==> src/rtl/rename_pkg.sv <==
// Shared rename/commit constants and the reorder-buffer entry layout.
// Rename and the reorder buffer both import this package.
package rename_pkg;

    localparam int PHYS_W = 6;
    localparam int ARCH_W = 5;

    // p0 is the hardwired-zero physical tag; it is never freed or woken.
    localparam logic [PHYS_W-1:0] P0 = '0;

    typedef struct packed {
        logic              valid;
        logic              complete;
        logic [ARCH_W-1:0] arch_rd;
        logic [PHYS_W-1:0] phys_rd;
        logic [PHYS_W-1:0] old_phys_rd;
    } rob_entry_t;

endpackage

==> src/rtl/rob_ptr.sv <==
// Wrapping circular-buffer pointer with increment enable and synchronous active-low reset.
module rob_ptr #(
    parameter int DEPTH = 16
) (
    input  logic                     clk,
    input  logic                     rst_n,
    input  logic                     inc,
    output logic [$clog2(DEPTH)-1:0] ptr
);

    localparam int IDX_W = $clog2(DEPTH);

    logic [IDX_W-1:0] ptr_q;
    logic [IDX_W-1:0] ptr_d;

    always_comb begin
        ptr_d = ptr_q;
        if (inc) begin
            ptr_d = (ptr_q == IDX_W'(DEPTH - 1)) ? '0 : ptr_q + IDX_W'(1);
        end
    end

    always_ff @(posedge clk) begin
        if (!rst_n) begin
            ptr_q <= '0;
        end else begin
            ptr_q <= ptr_d;
        end
    end

    assign ptr = ptr_q;

endmodule

==> src/rtl/reorder_buffer.sv <==
// In-order commit buffer: records renamed instructions, marks them complete on wakeup, retires
// the head in program order and returns displaced tags. Define ROB_CHECK_EN for simulation checks.
module reorder_buffer
    import rename_pkg::*;
#(
    parameter int DEPTH = 16
) (
    input  logic                     clk,
    input  logic                     rst_n,
    input  logic                     alloc_valid,
    input  logic [ARCH_W-1:0]        alloc_arch_rd,
    input  logic [PHYS_W-1:0]        alloc_phys_rd,
    input  logic [PHYS_W-1:0]        alloc_old_phys_rd,
    output logic                     alloc_ready,
    output logic [$clog2(DEPTH)-1:0] alloc_index,
    input  logic                     wakeup_active,
    input  logic [PHYS_W-1:0]        wakeup_tag,
    output logic                     retire_valid,
    output logic [ARCH_W-1:0]        retire_arch_rd,
    output logic [PHYS_W-1:0]        retire_phys_rd,
    output logic                     free_valid,
    output logic [PHYS_W-1:0]        free_tag,
    output logic [$clog2(DEPTH):0]   count,
    output logic                     empty
);

    localparam int IDX_W = $clog2(DEPTH);
    localparam int CNT_W = IDX_W + 1;

    rob_entry_t         rob_q [DEPTH];
    rob_entry_t         rob_d [DEPTH];
    logic [CNT_W-1:0]   count_q, count_d;
    logic               empty_q, empty_d;
    logic               retire_valid_q, retire_valid_d;
    logic [ARCH_W-1:0]  retire_arch_rd_q, retire_arch_rd_d;
    logic [PHYS_W-1:0]  retire_phys_rd_q, retire_phys_rd_d;
    logic               free_valid_q, free_valid_d;
    logic [PHYS_W-1:0]  free_tag_q, free_tag_d;

    logic [IDX_W-1:0]   head_ptr;
    logic [IDX_W-1:0]   tail_ptr;
    rob_entry_t         head_entry;
    logic               alloc_fire;
    logic               retire_fire;
    logic               alloc_complete;

    // Alloc handshake: an entry is accepted on a posedge where alloc_valid && alloc_ready.
    // alloc_ready depends only on the registered count, so a retire in the same cycle does not
    // open a slot; alloc_valid without alloc_ready is dropped and changes nothing.
    assign alloc_ready = (count_q != CNT_W'(DEPTH));
    assign alloc_fire  = alloc_valid && alloc_ready;
    assign head_entry  = rob_q[head_ptr];
    assign retire_fire = head_entry.valid && head_entry.complete;
    assign alloc_complete = (alloc_phys_rd == P0) ||
                            (wakeup_active && (wakeup_tag == alloc_phys_rd));

    rob_ptr #(.DEPTH(DEPTH)) u_head_ptr (
        .clk   (clk),
        .rst_n (rst_n),
        .inc   (retire_fire),
        .ptr   (head_ptr)
    );

    rob_ptr #(.DEPTH(DEPTH)) u_tail_ptr (
        .clk   (clk),
        .rst_n (rst_n),
        .inc   (alloc_fire),
        .ptr   (tail_ptr)
    );

    always_comb begin
        for (int i = 0; i < DEPTH; i++) begin
            rob_d[i] = rob_q[i];
            if (wakeup_active && (wakeup_tag != P0) && rob_q[i].valid &&
                !rob_q[i].complete && (rob_q[i].phys_rd == wakeup_tag)) begin
                rob_d[i].complete = 1'b1;
            end
            if (retire_fire && (IDX_W'(i) == head_ptr)) begin
                rob_d[i] = '0;
            end
            // When full the tail equals the head, but alloc_fire is low then.
            if (alloc_fire && (IDX_W'(i) == tail_ptr)) begin
                rob_d[i].valid       = 1'b1;
                rob_d[i].complete    = alloc_complete;
                rob_d[i].arch_rd     = alloc_arch_rd;
                rob_d[i].phys_rd     = alloc_phys_rd;
                rob_d[i].old_phys_rd = alloc_old_phys_rd;
            end
        end

        count_d = count_q + CNT_W'(alloc_fire) - CNT_W'(retire_fire);
        empty_d = (count_d == '0);

        retire_valid_d   = retire_fire;
        retire_arch_rd_d = retire_fire ? head_entry.arch_rd : '0;
        retire_phys_rd_d = retire_fire ? head_entry.phys_rd : '0;
        free_valid_d     = retire_fire && (head_entry.old_phys_rd != P0);
        free_tag_d       = free_valid_d ? head_entry.old_phys_rd : '0;
    end

    always_ff @(posedge clk) begin
        if (!rst_n) begin
            for (int i = 0; i < DEPTH; i++) begin
                rob_q[i] <= '0;
            end
            count_q          <= '0;
            empty_q          <= 1'b1;
            retire_valid_q   <= 1'b0;
            retire_arch_rd_q <= '0;
            retire_phys_rd_q <= '0;
            free_valid_q     <= 1'b0;
            free_tag_q       <= '0;
        end else begin
            for (int i = 0; i < DEPTH; i++) begin
                rob_q[i] <= rob_d[i];
            end
            count_q          <= count_d;
            empty_q          <= empty_d;
            retire_valid_q   <= retire_valid_d;
            retire_arch_rd_q <= retire_arch_rd_d;
            retire_phys_rd_q <= retire_phys_rd_d;
            free_valid_q     <= free_valid_d;
            free_tag_q       <= free_tag_d;
        end
    end

    assign alloc_index    = tail_ptr;
    assign count          = count_q;
    assign empty          = empty_q;
    assign retire_valid   = retire_valid_q;
    assign retire_arch_rd = retire_arch_rd_q;
    assign retire_phys_rd = retire_phys_rd_q;
    assign free_valid     = free_valid_q;
    assign free_tag       = free_tag_q;

`ifdef ROB_CHECK_EN
    always_ff @(posedge clk) begin
        if (rst_n) begin
            if (alloc_valid && !alloc_ready) begin
                $fatal(1, "reorder_buffer: alloc while full");
            end
            if (count_q > CNT_W'(DEPTH)) begin
                $fatal(1, "reorder_buffer: count %0d exceeds depth", count_q);
            end
            for (int j = 0; j < DEPTH; j++) begin
                if (wakeup_active && (wakeup_tag != P0) && rob_q[j].valid &&
                    rob_q[j].complete && (rob_q[j].phys_rd == wakeup_tag)) begin
                    $fatal(1, "reorder_buffer: double wakeup of tag %0d", wakeup_tag);
                end
                if (retire_fire && (head_entry.old_phys_rd != P0) && rob_q[j].valid &&
                    (IDX_W'(j) != head_ptr) && (rob_q[j].phys_rd == head_entry.old_phys_rd)) begin
                    $fatal(1, "reorder_buffer: freeing live tag %0d", head_entry.old_phys_rd);
                end
            end
        end
    end
`else
    // Checks compiled out; cycle behaviour is identical.
`endif

endmodule

==> config.mk <==
export PLATFORM = sky130hd
export DESIGN_NAME = reorder_buffer
export DESIGN_NICKNAME = d
export VERILOG_FILES = /design/src/rtl/rename_pkg.sv /design/src/rtl/rob_ptr.sv /design/src/rtl/reorder_buffer.sv
export SDC_FILE = /design/constraint.sdc
export NUM_CORES = 1
export LEC_CHECK = 0
export ABC_CLOCK_PERIOD_IN_PS = 5300
export BUFFER_PORTS_ARGS = -buffer_cell sky130_fd_sc_hd__buf_4
export CAP_MARGIN = 5
export CORE_MARGIN = 1
export CORE_UTILIZATION = 50
export DETAILED_ROUTE_END_ITERATION = 10
export PLACE_DENSITY = 0.73
export REMOVE_ABC_BUFFERS = 1
export SKIP_LAST_GASP = 1
export SYNTH_ARGS = -nofsm -noshare
export SYNTH_HDL_FRONTEND = slang
export SYNTH_SLANG_ARGS = --single-unit
export TNS_END_PERCENT = 30
==> constraint.sdc <==
create_clock -name clk -period 5.3 [get_ports clk]
set_input_delay 1.06 -clock clk [delete_from_list [all_inputs] [get_ports clk]]
set_output_delay 1.06 -clock clk [all_outputs]
set_load 0.05 [all_outputs]
==> results.txt, run 1 <==
number of flops mapped to enable cells by yosys: 0
number of instances in the placed design: 2040
antenna-violating nets left: 0
power per cell area: 341 nW/um2
Die H: 180 um
clock slew at the register clock pins of the worst setup and hold paths: 0.06 ns
Setup Skew: 0.0169 ns
TritonCTS buffer count: 36
number of standard cells in the layout, taps in and fillers out: 2103
post-layout worst setup margin: 1.20 ns
flops & latches, synth: 341
period utilization: 77.3%
sequential cell area fraction in the yosys report: 43.1%
number of nets in the final layout: 1724
synthesized area per cell: 9.24 um2
detail-routed via count per cell: 6.70
Rel. slew slack: 12.6%
TritonCTS clock tree: yes
H-tree depth: 2
required time reported for the critical path endpoint: 5.72 ns
hold slack: 0.463 ns
kind of start point of the critical path: register
library cells used by synthesis: 52
Final HPWL DP: 31.3 mm
vias after detailed routing: 14100
number of max-slew violations in the final report: 0
Post-DP Area: 16300 um2
Layout Cell Area excl Fill: 17500 um2
antenna violations before repair: 1
input/output buffers: 56
initial cell density of the core: 51.3%
worst-case clock buffer depth: 3
Floorplan Core Area: 30900 um2
count of mapped cells out of synthesis: 1715
total clock sinks: 341
Starting DRT DRC Count: 1811
Setup Total Neg Slack: 0 ns
Critical Path Sink Type: register
detailed-route wire length per cell: 24.3 um
die area: 32400 um2
Fill cells: 2657
total of warnings raised by yosys: 0
final wirelength: 51.1 mm
placer's final routability congestion estimate: 0.913
most common library cells after synthesis: 341 x sky130_fd_sc_hd__dfxtp_1, 278 x sky130_fd_sc_hd__nand3_1, 197 x sky130_fd_sc_hd__nand2_1
Post-CTS Hold Buffers: 0
netlist area before placement: 15900 um2
Critical Path AT: 4.52 ns
clock root buffer master: sky130_fd_sc_hd__clkbuf_16
Max Fclk: 244 MHz
number of hold-slack violations in the final timing report: 0
number of post-CTS setup repair buffers: 0
area fraction of the dominant cell type after synthesis: 43.1%
most instantiated library cell after synthesis: sky130_fd_sc_hd__dfxtp_1
number of gates resized after cts: 0
total leakage power: 5.93 nW
aggregate global routing overflow: 0
largest voltage drop on the vdd net: 218 uV
worst setup slack before clock tree synthesis: 1.22 ns
pin count of the biggest net entering global routing: 91
clock insertion delay at the later pin of the skew report: 0.53 ns
transition at the pin with the smallest max-transition slack: 1.31 ns
I/O pin count: 57
layout overhead on the synthesized area: 10.6%
status: finished clean
length of the first detailed-routing pass in iterations: 7
minimum clock period: 4.10 ns
count of endpoints failing setup in the final report: 0
via count of the first global-routing pass: 13300
Synth async-reset ratio: 0%
Overall Global Routing Usage: 30.7%
primary flip-flop cell chosen by synthesis mapping: sky130_fd_sc_hd__dfxtp_1
die width: 180 um
Post-Route Utilization: 56.7%
highest net fanout along the worst path: 29
top cells by area in the synthesized netlist: sky130_fd_sc_hd__dfxtp_1 43%, sky130_fd_sc_hd__mux4_2 10%, sky130_fd_sc_hd__nand3_1 8.8%
max_cap viols: 0
Total Power Consumption: 5.97 mW
num rows: 64
global-route wire length before repair: 77.5 mm
cell taking the most area after synthesis: sky130_fd_sc_hd__dfxtp_1
detailed-route DRC error count: 0
Antenna diodes: 0
Crit Path Category: register to register
class of the tightest hold or removal check: register to register
ratio of cells with drive above 1 in the final layout: 14.4%
setup repair after global routing missed its margin: no
area by class of cell:
| class | instances | area, um2 | area share [%] |
|---|---|---|---|
| inverter | 16 | 62.6 | 0.357 |
| timing repair buffer | 91 | 683 | 3.90 |
| clock buffer | 53 | 1070 | 6.09 |
| multi-input combinational | 1196 | 8250 | 47.0 |
| sequential | 341 | 6830 | 39.0 |
| clock inverter | 10 | 140 | 0.800 |
| tap | 396 | 495 | 2.83 |
logic make-up (layout without fill, tap and decap cells):
| logic type | after synthesis | in the layout | synth area share, % |
|---|---|---|---|
| simple gates | 603 | 603 | 18.5 |
| compound gates | 373 | 373 | 14.6 |
| flops | 341 | 341 | 43.1 |
| buf+inv | 178 | 170 | 4.92 |
| xor+xnor | 110 | 110 | 6.08 |
| mux | 95 | 95 | 11.6 |
| fa+ha+maj | 15 | 15 | 1.23 |
power by group:
part	switching, mW	internal, mW
registers	0.0540	2.63
logic	0.454	0.231
clock network	1.05	1.55
total	1.56	4.41
final timing paths:
| kind | slack [ns] | startpoint | end | cells past startpoint |
|---|---|---|---|---|
| setup / recovery | 1.20 | register | empty$_SDFF_PN1_ | 15 |
| hold / removal | 0.46 | rob_q[8][2]$_SDFFE_PN0P_ | rob_q[8][2]$_SDFFE_PN0P_ | 2 |
| setup reg to reg | 1.20 | register | empty$_SDFF_PN1_ | 15 |
| hold reg to reg | 0.46 | rob_q[8][2]$_SDFFE_PN0P_ | rob_q[8][2]$_SDFFE_PN0P_ | 2 |
registers in the layout, summed over array words and instances, names as in the netlist, named ones only:
signal and cells:
rob_q 304, retire_valid 1, count 5, u_tail_ptr.ptr 4, retire_phys_rd 6, free_valid 1, retire_arch_rd 5, free_tag 6
u_head_ptr.ptr 4, empty 1
routing by layer:
layer  vias up  routed length (um)  part of all wire, %  GRT usage, %
li1       6190                   -                    -             -
met1      6753               20100                   39          39.6
met2       961               22900                   45          48.5
met3       184                5790                   11          7.46
met4         0                2400                  4.7          14.8
met5         -                   0                    0             0
cells in the final DEF, fill, tap and decap left out, drive strengths merged, types with 3 or more instances in the layout:
cell type | netlist | layout
buf | 61 | 91
inv | 15 | 17
o21ai | 17 | 17
nor3 | 17 | 17
nand3 | 278 | 278
a41o | 9 | 9
a211oi | 3 | 3
o31ai | 3 | 3
and3 | 15 | 15
a21oi | 157 | 157
xnor2 | 58 | 58
a22oi | 8 | 8
clkbuf | 101 | 53
nand2b | 6 | 6
or4 | 3 | 3
xor2 | 52 | 52
ha | 14 | 14
mux2i | 24 | 24
nand2 | 197 | 197
a221oi | 7 | 7
dfxtp | 341 | 341
and2 | 6 | 6
bufinv | 0 | 3
nor2b | 5 | 5
a22o | 18 | 18
nor4 | 10 | 10
o211ai | 15 | 15
mux4 | 71 | 71
nor2 | 42 | 42
o22ai | 132 | 132
clkinv | 1 | 6
nand4 | 20 | 20
critical path, stage by stage (launching register included):
cell and delay (ns):
sky130_fd_sc_hd__dfxtp_4 0.70, sky130_fd_sc_hd__mux4_2 0.60, sky130_fd_sc_hd__o22ai_1 0.42, sky130_fd_sc_hd__nor2_8 0.15, sky130_fd_sc_hd__inv_2 0.41, sky130_fd_sc_hd__ha_1 0.32, sky130_fd_sc_hd__inv_1 0.05, sky130_fd_sc_hd__ha_1 0.16
sky130_fd_sc_hd__inv_1 0.06, sky130_fd_sc_hd__fa_1 0.42, sky130_fd_sc_hd__inv_1 0.07, sky130_fd_sc_hd__a21oi_1 0.06, sky130_fd_sc_hd__nor2_1 0.10, sky130_fd_sc_hd__nor2_1 0.06, sky130_fd_sc_hd__xnor2_1 0.13, sky130_fd_sc_hd__o41ai_1 0.28
No activity file was read; power rests on OpenSTA's default activity.
==> run 2, diff against run 1 <==
- ABC_CLOCK_PERIOD_IN_PS: 5300 -> 3400
- PLACE_DENSITY: 0.73 -> 0.75
- clock period: 5.3 -> 3.4 ns (I/O delays scaled with it)
==> run 2 against run 1 <==
  * Utilization increased by 1.0 points
  * First-iteration DRC count is 26% higher
  * Setup slack worse by 0.97 ns
  * Sequential share of layout area is 0.70 points lower
  * Largest power group unchanged
  * Via count up 4.0%
  * Final cell count is 1.8% higher
==> results.txt, run 2 (synthesis results as in run 1) <==
input/output buffers: 56 (unchanged)
length of the first detailed-routing pass in iterations: 8 (was 7)
Post-CTS Hold Buffers: 0 (unchanged)
hold slack: 0.464 ns (was 0.463 ns)
cell with the biggest individual delay on the critical path: sky130_fd_sc_hd__mux4_2 (was sky130_fd_sc_hd__dfxtp_4)
max FFs per register: 304 (unchanged)
cell repeated most along the worst path: sky130_fd_sc_hd__inv_1 (unchanged)
period utilization: 93.1% (was 77.3%)
delay of the slowest cell on the worst path: 0.54 ns (was 0.70 ns)
Setup Skew: 0.0223 ns (was 0.0169 ns)
Critical Path Sink Type: register (unchanged)
global-route wire length before repair: 82.4 mm (was 77.5 mm)
Post-Route Utilization: 57.7% (was 56.7%)
status: finished clean (unchanged)
number of standard cells in the layout, taps in and fillers out: 2140 (was 2103)
Fill cells: 2586 (was 2657)
placer's final routability congestion estimate: 0.956 (was 0.913)
transition at the pin with the smallest max-transition slack: 1.33 ns (was 1.31 ns)
antenna violations before repair: 0 (was 1)
Rel. slew slack: 11.0% (was 12.6%)
clock root buffer master: sky130_fd_sc_hd__clkbuf_16 (unchanged)
die width: 180 um (unchanged)
Die H: 180 um (unchanged)
initial cell density of the core: 51.3% (unchanged)
num rows: 64 (unchanged)
largest voltage drop on the vdd net: 289 uV (was 218 uV)
Antenna diodes: 0 (unchanged)
highest net fanout along the worst path: 15 (was 29)
total clock sinks: 341 (unchanged)
clock insertion delay at the later pin of the skew report: 0.53 ns (about the same)
TritonCTS buffer count: 37 (was 36)
Max Fclk: 316 MHz (was 244 MHz)
detail-routed via count per cell: 6.85 (was 6.70)
number of instances in the placed design: 2066 (was 2040)
Overall Global Routing Usage: 32.8% (was 30.7%)
required time reported for the critical path endpoint: 3.81 ns (was 5.72 ns)
number of max-slew violations in the final report: 0 (unchanged)
antenna-violating nets left: 0 (unchanged)
worst-case clock buffer depth: 3 (unchanged)
Critical Path AT: 3.58 ns (was 4.52 ns)
total leakage power: 6.13 nW (was 5.93 nW)
TritonCTS clock tree: yes (unchanged)
via count of the first global-routing pass: 14000 (was 13300)
H-tree depth: 2 (unchanged)
class of the tightest hold or removal check: register to register (unchanged)
detailed-route DRC error count: 0 (unchanged)
I/O pin count: 57 (unchanged)
minimum clock period: 3.16 ns (was 4.10 ns)
ratio of cells with drive above 1 in the final layout: 16.5% (was 14.4%)
Starting DRT DRC Count: 2290 (was 1811)
detailed-route wire length per cell: 25.3 um (was 24.3 um)
number of nets in the final layout: 1758 (was 1724)
layout overhead on the synthesized area: 12.6% (was 10.6%)
die area: 32400 um2 (unchanged)
final wirelength: 54.0 mm (was 51.1 mm)
max_cap viols: 0 (unchanged)
number of hold-slack violations in the final timing report: 0 (unchanged)
kind of start point of the critical path: register (unchanged)
pin count of the biggest net entering global routing: 73 (was 91)
Setup Total Neg Slack: 0 ns (unchanged)
top library cells by usage in the layout, fill and taps aside: 338 x sky130_fd_sc_hd__dfxtp_1, 278 x sky130_fd_sc_hd__nand3_1, 197 x sky130_fd_sc_hd__nand2_1 (was 339 x sky130_fd_sc_hd__dfxtp_1, 278 x sky130_fd_sc_hd__nand3_1, 197 x sky130_fd_sc_hd__nand2_1)
Final HPWL DP: 32.7 mm (was 31.3 mm)
Floorplan Core Area: 30900 um2 (unchanged)
vias after detailed routing: 14700 (was 14100)
aggregate global routing overflow: 0 (unchanged)
ordered cell list for the critical path: mux4_2, o22ai_2, buf_6, nor2_8, inv_2, ha_1, inv_1, ha_1, inv_1, fa_1, inv_1, a21oi_1, nor2_1, nor2_1, xnor2_1, o41ai_1 (was mux4_2, o22ai_1, nor2_8, inv_2, ha_1, inv_1, ha_1, inv_1, fa_1, inv_1, a21oi_1, nor2_1, nor2_1, xnor2_1, o41ai_1)
power per cell area: 527 nW/um2 (was 341 nW/um2)
count of endpoints failing setup in the final report: 0 (unchanged)
Crit Path Category: register to register (unchanged)
clock slew at the register clock pins of the worst setup and hold paths: 0.06 ns (about the same)
most flop-heavy register: rob_q (unchanged)
commonest non-fill, non-tap cell in the layout: sky130_fd_sc_hd__dfxtp_1 (unchanged)
-- run 2: cell count changes in the layout (fill, tap and decap cells not counted), moves of 2 or more --
| cell | delta |
|---|---|
| sky130_fd_sc_hd__clkinv_2 | +2 |
| sky130_fd_sc_hd__buf_4 | +30 |
| sky130_fd_sc_hd__clkbuf_8 | +5 |
| sky130_fd_sc_hd__clkbuf_1 | -2 |
| sky130_fd_sc_hd__buf_12 | +2 |
-- run 2: worst max-delay path: cells and delay by family, from the launching register on --
kind                       cells  cell delay (ns)
buffers and inverters          5             0.42
muxes                          1             0.54
AOI/OAI and AO/OA              3             0.48
xor gates and xnor gates       1             0.14
and+or+nand+nor                3             0.24
adders and majority gates      3             0.80
DFF                            1             0.43
-- run 2: final timing paths --
path | start | slack (ns) | cells past startpoint | to
worst min-delay path | rob_q[11][0]$_SDFFE_PN0P_ | 0.46 | 2 | rob_q[11][0]$_SDFFE_PN0P_
worst max-delay path | register | 0.24 | 16 | empty$_SDFF_PN1_
worst min register to register | rob_q[11][0]$_SDFFE_PN0P_ | 0.46 | 2 | rob_q[11][0]$_SDFFE_PN0P_
worst max register to register | register | 0.24 | 16 | empty$_SDFF_PN1_
-- run 2: report_power, final --
group          internal (mW)  switching, mW
Clock                   2.45           1.65
Sequential              4.10         0.0840
Combinational          0.377          0.744
Total                   6.92           2.48
-- run 2: timing repair --
action	in CTS	in global routing
endpoints found under the hold margin	0	0
gates resized for setup	0	3
setup endpoints to repair	0	2
setup buffers	0	7
-- run 2: through the flow --
| stage | setup slack, ns | power, mW | area, um2 |
|---|---|---|---|
| floorplan | -3.34 | 4.91 | 15100 |
| global placement | 0.130 | 5.33 | 16500 |
| global route | -0.0105 | 9.66 | 17800 |
| detailed placement | 0.0485 | 5.36 | 16500 |
| finish | 0.235 | 9.40 | 17800 |
| CTS | 0.0159 | 9.37 | 17800 |
-- run 2: area by class of cell --
cell class	instances	area (um2)	area share, %
well taps	396	495	2.78
clock buffers	56	1130	6.32
repair buffers	124	960	5.38
clock inverters	11	119	0.666
inverters	16	62.6	0.350
flip-flops and latches	341	6830	38.3
multi-input cells	1196	8250	46.2
-- run 2: metal layers --
layer / share of wire [%] / track usage (%) / vias to the layer above
li1: - / - / 6272
met1: 37 / 43.0 / 6921
met2: 44 / 49.6 / 1205
met3: 14 / 8.89 / 252
met4: 5.5 / 17.3 / 0
met5: 0 / 0 / -
